## config.mk

```make
export PLATFORM = sky130hd
export DESIGN_NAME = nco_amp_detector_flat
export DESIGN_NICKNAME = d
export VERILOG_FILES = /design/src/rtl/nco_amp_detector_if.sv /design/src/rtl/nco_amp_detector.sv /design/src/flat_wrapper.sv
export SDC_FILE = /design/constraint.sdc
export NUM_CORES = 1
export LEC_CHECK = 0
export CORE_MARGIN = 2
export CORE_UTILIZATION = 38
export CTS_CLUSTER_SIZE = 25
export DETAILED_ROUTE_END_ITERATION = 6
export PLACE_DENSITY = 0.57
export SYNTH_ARGS = -nofsm -noshare
export SYNTH_HDL_FRONTEND = slang
export SYNTH_SLANG_ARGS = --single-unit
```

## constraint.sdc

```tcl
create_clock -name clk -period 4.6 [get_ports clk]
set_input_delay 0.92 -clock clk [delete_from_list [all_inputs] [get_ports clk]]
set_output_delay 0.92 -clock clk [all_outputs]
set_load 0.05 [all_outputs]
```

## src/rtl/nco_amp_detector_if.sv

```systemverilog
// Sample/result bundle for the NCO amplitude detector.
// The master drives the sample stream and full-scale reference; the slave (detector) drives results.
interface nco_amp_detector_if #(
   parameter int DAC_WIDTH = 14,
   parameter int IN_WIDTH  = 14
);
   logic                        ADC_VALID;
   logic signed [DAC_WIDTH-1:0] ADC_DATA;
   logic signed [DAC_WIDTH-1:0] MAX_VOLTAGE;
   logic        [DAC_WIDTH-1:0] PEAK;
   logic signed [IN_WIDTH-1:0]  FRAC;
   logic                        AMP_VALID;
   logic                        SAT;
   logic                        BUSY;
   logic                        OVERRUN;

   modport master (
      output ADC_VALID, ADC_DATA, MAX_VOLTAGE,
      input  PEAK, FRAC, AMP_VALID, SAT, BUSY, OVERRUN
   );

   modport slave (
      input  ADC_VALID, ADC_DATA, MAX_VOLTAGE,
      output PEAK, FRAC, AMP_VALID, SAT, BUSY, OVERRUN
   );
endinterface

```

## src/rtl/nco_amp_detector.sv

```systemverilog
// Windowed peak-magnitude detector with a sequential restoring divider that turns the
// window peak into a normalised amplitude code FRAC = PEAK * 2^(IN_WIDTH-1) / MAX_VOLTAGE.
module nco_amp_detector #(
   parameter int DAC_WIDTH = 14,
   parameter int IN_WIDTH  = 14,
   parameter int WIN_LOG2  = 4
) (
   input  logic              clk,
   input  logic              rst,
   nco_amp_detector_if.slave bus
);
   localparam int QW = IN_WIDTH - 1;                      // quotient bits
   localparam int RW = DAC_WIDTH + 1;                     // shifted-remainder width
   localparam int BW = (QW > 1) ? $clog2(QW) : 1;         // bit-counter width
   localparam logic [BW-1:0]        LAST_BIT = BW'(QW - 1);
   localparam logic [DAC_WIDTH-1:0] MAG_MAX  = {1'b0, {(DAC_WIDTH-1){1'b1}}};
   localparam logic [DAC_WIDTH-1:0] MOST_NEG = {1'b1, {(DAC_WIDTH-1){1'b0}}};
   localparam logic [IN_WIDTH-1:0]  FRAC_MAX = {1'b0, {QW{1'b1}}};

   typedef enum logic [1:0] {S_IDLE, S_DIVIDE, S_DONE} state_t;

   state_t state_q, state_d;
   logic   load, step, finish, busy;

   // Window accumulator
   logic [WIN_LOG2-1:0]  cnt_q, cnt_d;
   logic [DAC_WIDTH-1:0] run_peak_q, run_peak_d;

   // Divider working set
   logic [DAC_WIDTH-1:0] div_peak_q, div_peak_d;
   logic [DAC_WIDTH-1:0] divisor_q, divisor_d;
   logic                 div_sat_q, div_sat_d;
   logic [DAC_WIDTH-1:0] rem_q, rem_d;
   logic [QW-1:0]        quo_q, quo_d;
   logic [BW-1:0]        bit_cnt_q, bit_cnt_d;

   // Published results
   logic [DAC_WIDTH-1:0] peak_q, peak_d;
   logic [IN_WIDTH-1:0]  frac_q, frac_d;
   logic                 sat_q, sat_d;
   logic                 amp_valid_q, amp_valid_d;
   logic                 overrun_q, overrun_d;

   logic [DAC_WIDTH-1:0] sample_mag;
   logic [DAC_WIDTH-1:0] peak_upd;
   logic                 win_end;
   logic                 sat_now;
   logic [RW-1:0]        rem_shift;
   logic                 rem_ge;

   // The most negative code has no positive twin, so it clips to the largest magnitude.
   assign sample_mag = !bus.ADC_DATA[DAC_WIDTH-1]     ? $unsigned(bus.ADC_DATA) :
                       (bus.ADC_DATA == MOST_NEG)      ? MAG_MAX :
                                                         $unsigned(-bus.ADC_DATA);
   assign peak_upd   = (sample_mag > run_peak_q) ? sample_mag : run_peak_q;
   assign win_end    = bus.ADC_VALID && (cnt_q == '1);
   // A non-positive reference or a peak at/above it cannot be represented below full scale.
   assign sat_now    = bus.MAX_VOLTAGE[DAC_WIDTH-1] || (bus.MAX_VOLTAGE == '0) ||
                       (peak_upd >= $unsigned(bus.MAX_VOLTAGE));
   assign rem_shift  = {rem_q, 1'b0};
   assign rem_ge     = rem_shift >= {1'b0, divisor_q};

   // Control FSM: sequences load, IN_WIDTH-1 divide steps, then one publish cycle.
   always_comb begin
      // NOTE: every output of a combinational block gets a default first, so no path infers a latch.
      state_d = state_q;
      load    = 1'b0;
      step    = 1'b0;
      finish  = 1'b0;
      busy    = 1'b0;
      case (state_q)
         S_IDLE: begin
            if (win_end) begin
               load    = 1'b1;
               state_d = S_DIVIDE;
            end
         end
         S_DIVIDE: begin
            busy = 1'b1;
            step = 1'b1;
            if (bit_cnt_q == LAST_BIT) state_d = S_DONE;
         end
         S_DONE: begin
            busy    = 1'b1;
            finish  = 1'b1;
            state_d = S_IDLE;
         end
         default: state_d = S_IDLE;
      endcase
   end

   // Datapath next state: accumulator, divider iteration and result publication.
   always_comb begin
      cnt_d       = cnt_q;
      run_peak_d  = run_peak_q;
      div_peak_d  = div_peak_q;
      divisor_d   = divisor_q;
      div_sat_d   = div_sat_q;
      rem_d       = rem_q;
      quo_d       = quo_q;
      bit_cnt_d   = bit_cnt_q;
      peak_d      = peak_q;
      frac_d      = frac_q;
      sat_d       = sat_q;
      amp_valid_d = finish;
      // A window closing while the divider is occupied is dropped and flagged until reset.
      overrun_d   = overrun_q | (win_end & busy);

      if (bus.ADC_VALID) begin
         cnt_d      = cnt_q + WIN_LOG2'(1);
         run_peak_d = win_end ? '0 : peak_upd;
      end

      if (load) begin
         div_peak_d = peak_upd;
         divisor_d  = $unsigned(bus.MAX_VOLTAGE);
         div_sat_d  = sat_now;
         rem_d      = peak_upd;
         quo_d      = '0;
         bit_cnt_d  = '0;
      end

      if (step) begin
         rem_d     = rem_ge ? DAC_WIDTH'(rem_shift - {1'b0, divisor_q}) : rem_shift[DAC_WIDTH-1:0];
         quo_d     = {quo_q[QW-2:0], rem_ge};
         bit_cnt_d = bit_cnt_q + BW'(1);
      end

      if (finish) begin
         peak_d = div_peak_q;
         frac_d = div_sat_q ? FRAC_MAX : {1'b0, quo_q};
         sat_d  = div_sat_q;
      end
   end

   // Control and result registers with synchronous reset; reset aborts any divide in flight.
   always_ff @(posedge clk) begin
      // NOTE: non-blocking assignments so every register samples pre-edge values.
      if (rst) begin
         state_q     <= S_IDLE;
         cnt_q       <= '0;
         run_peak_q  <= '0;
         peak_q      <= '0;
         frac_q      <= '0;
         sat_q       <= 1'b0;
         amp_valid_q <= 1'b0;
         overrun_q   <= 1'b0;
      end else begin
         state_q     <= state_d;
         cnt_q       <= cnt_d;
         run_peak_q  <= run_peak_d;
         peak_q      <= peak_d;
         frac_q      <= frac_d;
         sat_q       <= sat_d;
         amp_valid_q <= amp_valid_d;
         overrun_q   <= overrun_d;
      end
   end

   // Divider working registers.
   always_ff @(posedge clk) begin
      // NOTE: no reset here; these are always reloaded on window end before they are read.
      div_peak_q <= div_peak_d;
      divisor_q  <= divisor_d;
      div_sat_q  <= div_sat_d;
      rem_q      <= rem_d;
      quo_q      <= quo_d;
      bit_cnt_q  <= bit_cnt_d;
   end

   assign bus.PEAK      = peak_q;
   assign bus.FRAC      = frac_q;
   assign bus.SAT       = sat_q;
   assign bus.AMP_VALID = amp_valid_q;
   assign bus.BUSY      = busy;
   assign bus.OVERRUN   = overrun_q;

endmodule

```

## src/flat_wrapper.sv

```systemverilog
// flat-port wrapper written by rule: the top's interface ports become plain ports
module nco_amp_detector_flat 
#(
   parameter int DAC_WIDTH = 14,
   parameter int IN_WIDTH  = 14,
   parameter int WIN_LOG2  = 4
)
  (clk, rst, bus_ADC_VALID, bus_ADC_DATA, bus_MAX_VOLTAGE, bus_PEAK, bus_FRAC, bus_AMP_VALID, bus_SAT, bus_BUSY, bus_OVERRUN);
  nco_amp_detector_if #(.DAC_WIDTH(DAC_WIDTH), .IN_WIDTH(IN_WIDTH)) bus_i ();
  input  logic clk;
  input  logic rst;
  input wire logic [$bits(bus_i.ADC_VALID)-1:0] bus_ADC_VALID;
  input wire logic [$bits(bus_i.ADC_DATA)-1:0] bus_ADC_DATA;
  input wire logic [$bits(bus_i.MAX_VOLTAGE)-1:0] bus_MAX_VOLTAGE;
  output wire logic [$bits(bus_i.PEAK)-1:0] bus_PEAK;
  output wire logic [$bits(bus_i.FRAC)-1:0] bus_FRAC;
  output wire logic [$bits(bus_i.AMP_VALID)-1:0] bus_AMP_VALID;
  output wire logic [$bits(bus_i.SAT)-1:0] bus_SAT;
  output wire logic [$bits(bus_i.BUSY)-1:0] bus_BUSY;
  output wire logic [$bits(bus_i.OVERRUN)-1:0] bus_OVERRUN;
  assign bus_i.ADC_VALID = bus_ADC_VALID;
  assign bus_i.ADC_DATA = bus_ADC_DATA;
  assign bus_i.MAX_VOLTAGE = bus_MAX_VOLTAGE;
  assign bus_PEAK = bus_i.PEAK;
  assign bus_FRAC = bus_i.FRAC;
  assign bus_AMP_VALID = bus_i.AMP_VALID;
  assign bus_SAT = bus_i.SAT;
  assign bus_BUSY = bus_i.BUSY;
  assign bus_OVERRUN = bus_i.OVERRUN;
  nco_amp_detector #(.DAC_WIDTH(DAC_WIDTH), .IN_WIDTH(IN_WIDTH), .WIN_LOG2(WIN_LOG2)) u_core (.clk(clk), .rst(rst), .bus(bus_i));
endmodule
```

==> reports/results.txt <==
Routed Wire Length: 15.3 mm
# diodes: 0
Top cells by count, synth: 65 x inv_1, 65 x nor2_1, 60 x edfxtp_1
Syn Area/Cell: 9.85 µm²
P_leak: 0.00333 µW
Vias in the first global route: 4,966
Net Sw Power: 663 µW
CP arrival: 4.63 ns
Num CTS Buffers: 9
Sequential-to-total area share from yosys stat: 0.462
Fillers: 1,418
CTS tree: done
Period utilization: 0.986
WHS: 0.460 ns
Startpoint types: input pin
Root Buffer Master: clkbuf_16
Syn Inst Count: 615
Crit-path most repeated cell: o21ai_1
Largest cells by area after synthesis: edfxtp_1 30%, dfxtp_1 17%, ha_1 10%
First-pass DRT Iterations: 5
H-tree Lvls: 3
DRC: 0
Syn Nets: 696
Crit-path cells: dlygate4sd2_1 > or4_4 > buf_6 > o311ai_4 > o21a_1 > ha_1 > nand4_1 > nor2_2 > o31a_1 > o31a_4 > buf_8 > mux2_4 > ha_4 > a21oi_2 > nand2_1 > a21oi_1 > o21ai_1 > a211oi_2 > o21ai_1
Endpoint class of the critical path: flip-flop
FP Rows: 46
Tmin final: 4.53 ns
Hold Buf Count CTS: 0
Max IR drop VDD: 0.000183 V
Starting density of the core: 0.386
Ys async rst share: 0
Die H: 130 µm
Yosys reg bits: 110
Gr ovfl total: 0
Post-synth top flop: edfxtp_1
Final total power: 2380 µW
F_max: 221 MHz
Share of layout cells above drive strength 1: 0.266
Sw frac: 0.279
Final net count: 848
Hpwl dp: 11.1 mm
Die Area: 17,000 µm²
Share of the synthesized area in the top cell type: 0.297
CP Class: in2reg
Status: complete, no violations
Yosys cell types: 61
CP max stage cell: or4_4
Largest net degree at the start of global routing: 32
Final hold viol count: 0
Core ar.: 15,700 µm²
Post-synth EDFFs: 60
Worst slack, placed: -1.04 ns
Clk sink count: 110
Post-Syn Area: 6060 µm²
Clk_skew: 0.0135 ns
DR iter-0 viols: 260
Final WS setup: 0.0657 ns
RSZ-0062 raised after global routing: yes
Dpl cells: 942
Count of pins over their slew limit: 0
Area delta synth->final: 38.5%
Hold WC Path Type: reg2reg
First-pass GRT wire length: 24.4 mm
Per-cell routed wire length: 15.4 µm
Worst-skew pair later-pin latency: 0.36 ns
Initial antenna violation count: 0
Gp weighted congestion: 0.852
Tot GR Track Use: 0.184
PwrDens: 284 nW/µm²
I/O Pins: 63
PortBufs: 61
Max-Cap Viols: 0
Vias: 4,984
Final setup violation count: 0
CP required: 4.70 ns
Clock buffer depth: 2
Setup TNS: 0 ns
CP Max Fanout: 5
Comb pwr share: 0.216
Post-DR vias/cell: 5.04
Reg power frac: 0.446
Synth warn: 0
DIE WIDTH: 130 µm
Internal: 1720 µW
Synth area leader: edfxtp_1
Antenna-violating nets left: 0
Worst slew pin tran: 0.761 ns
Clock transition at the registers of the reported paths: 0.08 ns
Crit-path max cell delay: 0.52 ns
Clk pwr share: 0.338
Layout Cells excl Fill: 988
Slew Limit Headroom: 0.492
## state kept, by name, summed over array words and instances (netlist names)
name                  count
u_core.bus.PEAK          14
u_core.div_peak_q        14
u_core.divisor_q         14
u_core.rem_q             14
u_core.run_peak_q        14
u_core.bus.FRAC          13
u_core.quo_q             13
u_core.bit_cnt_q          4
u_core.cnt_q              4
u_core.state_q            2
u_core.bus.AMP_VALID      1
u_core.bus.OVERRUN        1
u_core.bus.SAT            1
u_core.div_sat_q          1
## logic make-up after synthesis
| family | count (synthesis) | share of synthesized area |
|---|---|---|
| multiplexers | 40 | 0.0694 |
| buffers and inverters | 87 | 0.0555 |
| AO/OA/AOI/OAI | 134 | 0.136 |
| AND/OR/NAND/NOR | 178 | 0.150 |
| adder cells (fa/ha/maj) | 50 | 0.104 |
| XOR/XNOR | 15 | 0.0217 |
| other | 1 | 0.000619 |
| flip-flops | 110 | 0.462 |
## metrics by stage
step                area (µm²)   util
detailed placement        7450  0.474
global placement          7450  0.474
CTS                       8160  0.520
finish                    8390  0.534
floorplan                 6150      -
global route              8390  0.534
## placed cells by master, fill, tap and decap left out, types with 6 or more instances in the layout
master / Yosys / routed
nor2_1: 65 / 59
a31oi_1: 6 / 6
o21ai_1: 2 / 11
nand3_1: 7 / 6
inv_1: 65 / 60
dfxtp_1: 50 / 50
clkdlybuf4s50_1: 0 / 48
clkbuf_16: 0 / 9
o22ai_1: 15 / 15
a21oi_1: 38 / 23
a21oi_2: 0 / 12
ha_1: 49 / 39
dlygate4sd2_1: 0 / 6
xnor2_1: 8 / 8
ha_4: 0 / 9
nand4_1: 12 / 12
and2_1: 14 / 14
o21ai_0: 33 / 18
buf_4: 2 / 97
xor2_1: 7 / 6
nor3_1: 12 / 9
mux2i_1: 30 / 30
or2_2: 6 / 6
nand2_1: 29 / 29
edfxtp_1: 60 / 60
## final cells by class
class / instances / area (µm²) / share of cell area
Clock buffer: 9 / 225 / 0.0268
Tap cell: 216 / 270 / 0.0322
Timing Repair Buffer: 161 / 1380 / 0.164
Inverter: 66 / 265 / 0.0316
Clock inverter: 7 / 86.3 / 0.0103
Sequential cell: 110 / 2800 / 0.334
Multi-Input combinational cell: 419 / 3370 / 0.401
## power groups by stage
stage | Clock [µW] | Sequential, µW | Combinational, µW
floorplan | 0 | 1080 | 205
global placement | 0 | 1080 | 369
detailed placement | 0 | 1080 | 378
CTS | 825 | 1060 | 470
global route | 861 | 1060 | 562
finish | 806 | 1060 | 514
## critical path: cells and delay by family
family	cells	cell delay [ns]
AOI/OAI and AO/OA	9	1.53
and+or+nand+nor	4	0.81
buffers and inverters	3	0.56
adders and majority gates	2	0.50
muxes	1	0.32
## per-layer routing
layer / GRT usage / share of wire / wire length, µm / up-vias
met4: 0.0595 / 0.017 / 265 / 0
li1: - / - / - / 2509
met2: 0.312 / 0.48 / 7390 / 78
met5: 0 / 0 / 0 / -
met1: 0.243 / 0.47 / 7190 / 2380
met3: 0.0238 / 0.027 / 408 / 17
## worst paths after layout
check / slack (ns) / startpoint / to / cells past startpoint
max: 0.07 / bus_ADC_DATA[9] / u_core.div_sat_q / 19
min: 0.46 / u_core.run_peak_q[11] / u_core.run_peak_q[11] / 2
max reg2reg: 1.25 / u_core.run_peak_q[3] / u_core.div_sat_q / 15
min reg2reg: 0.46 / u_core.run_peak_q[11] / u_core.run_peak_q[11] / 2
## timing repair
action / 4_1_cts / 5_1_grt
pin swaps: 33 / 31
cloned: 1 / 0
setup buffers: 25 / 6
endpoints found under the setup margin: 3 / 2
resized for setup: 68 / 54
(Power assumes the default switching activity.)
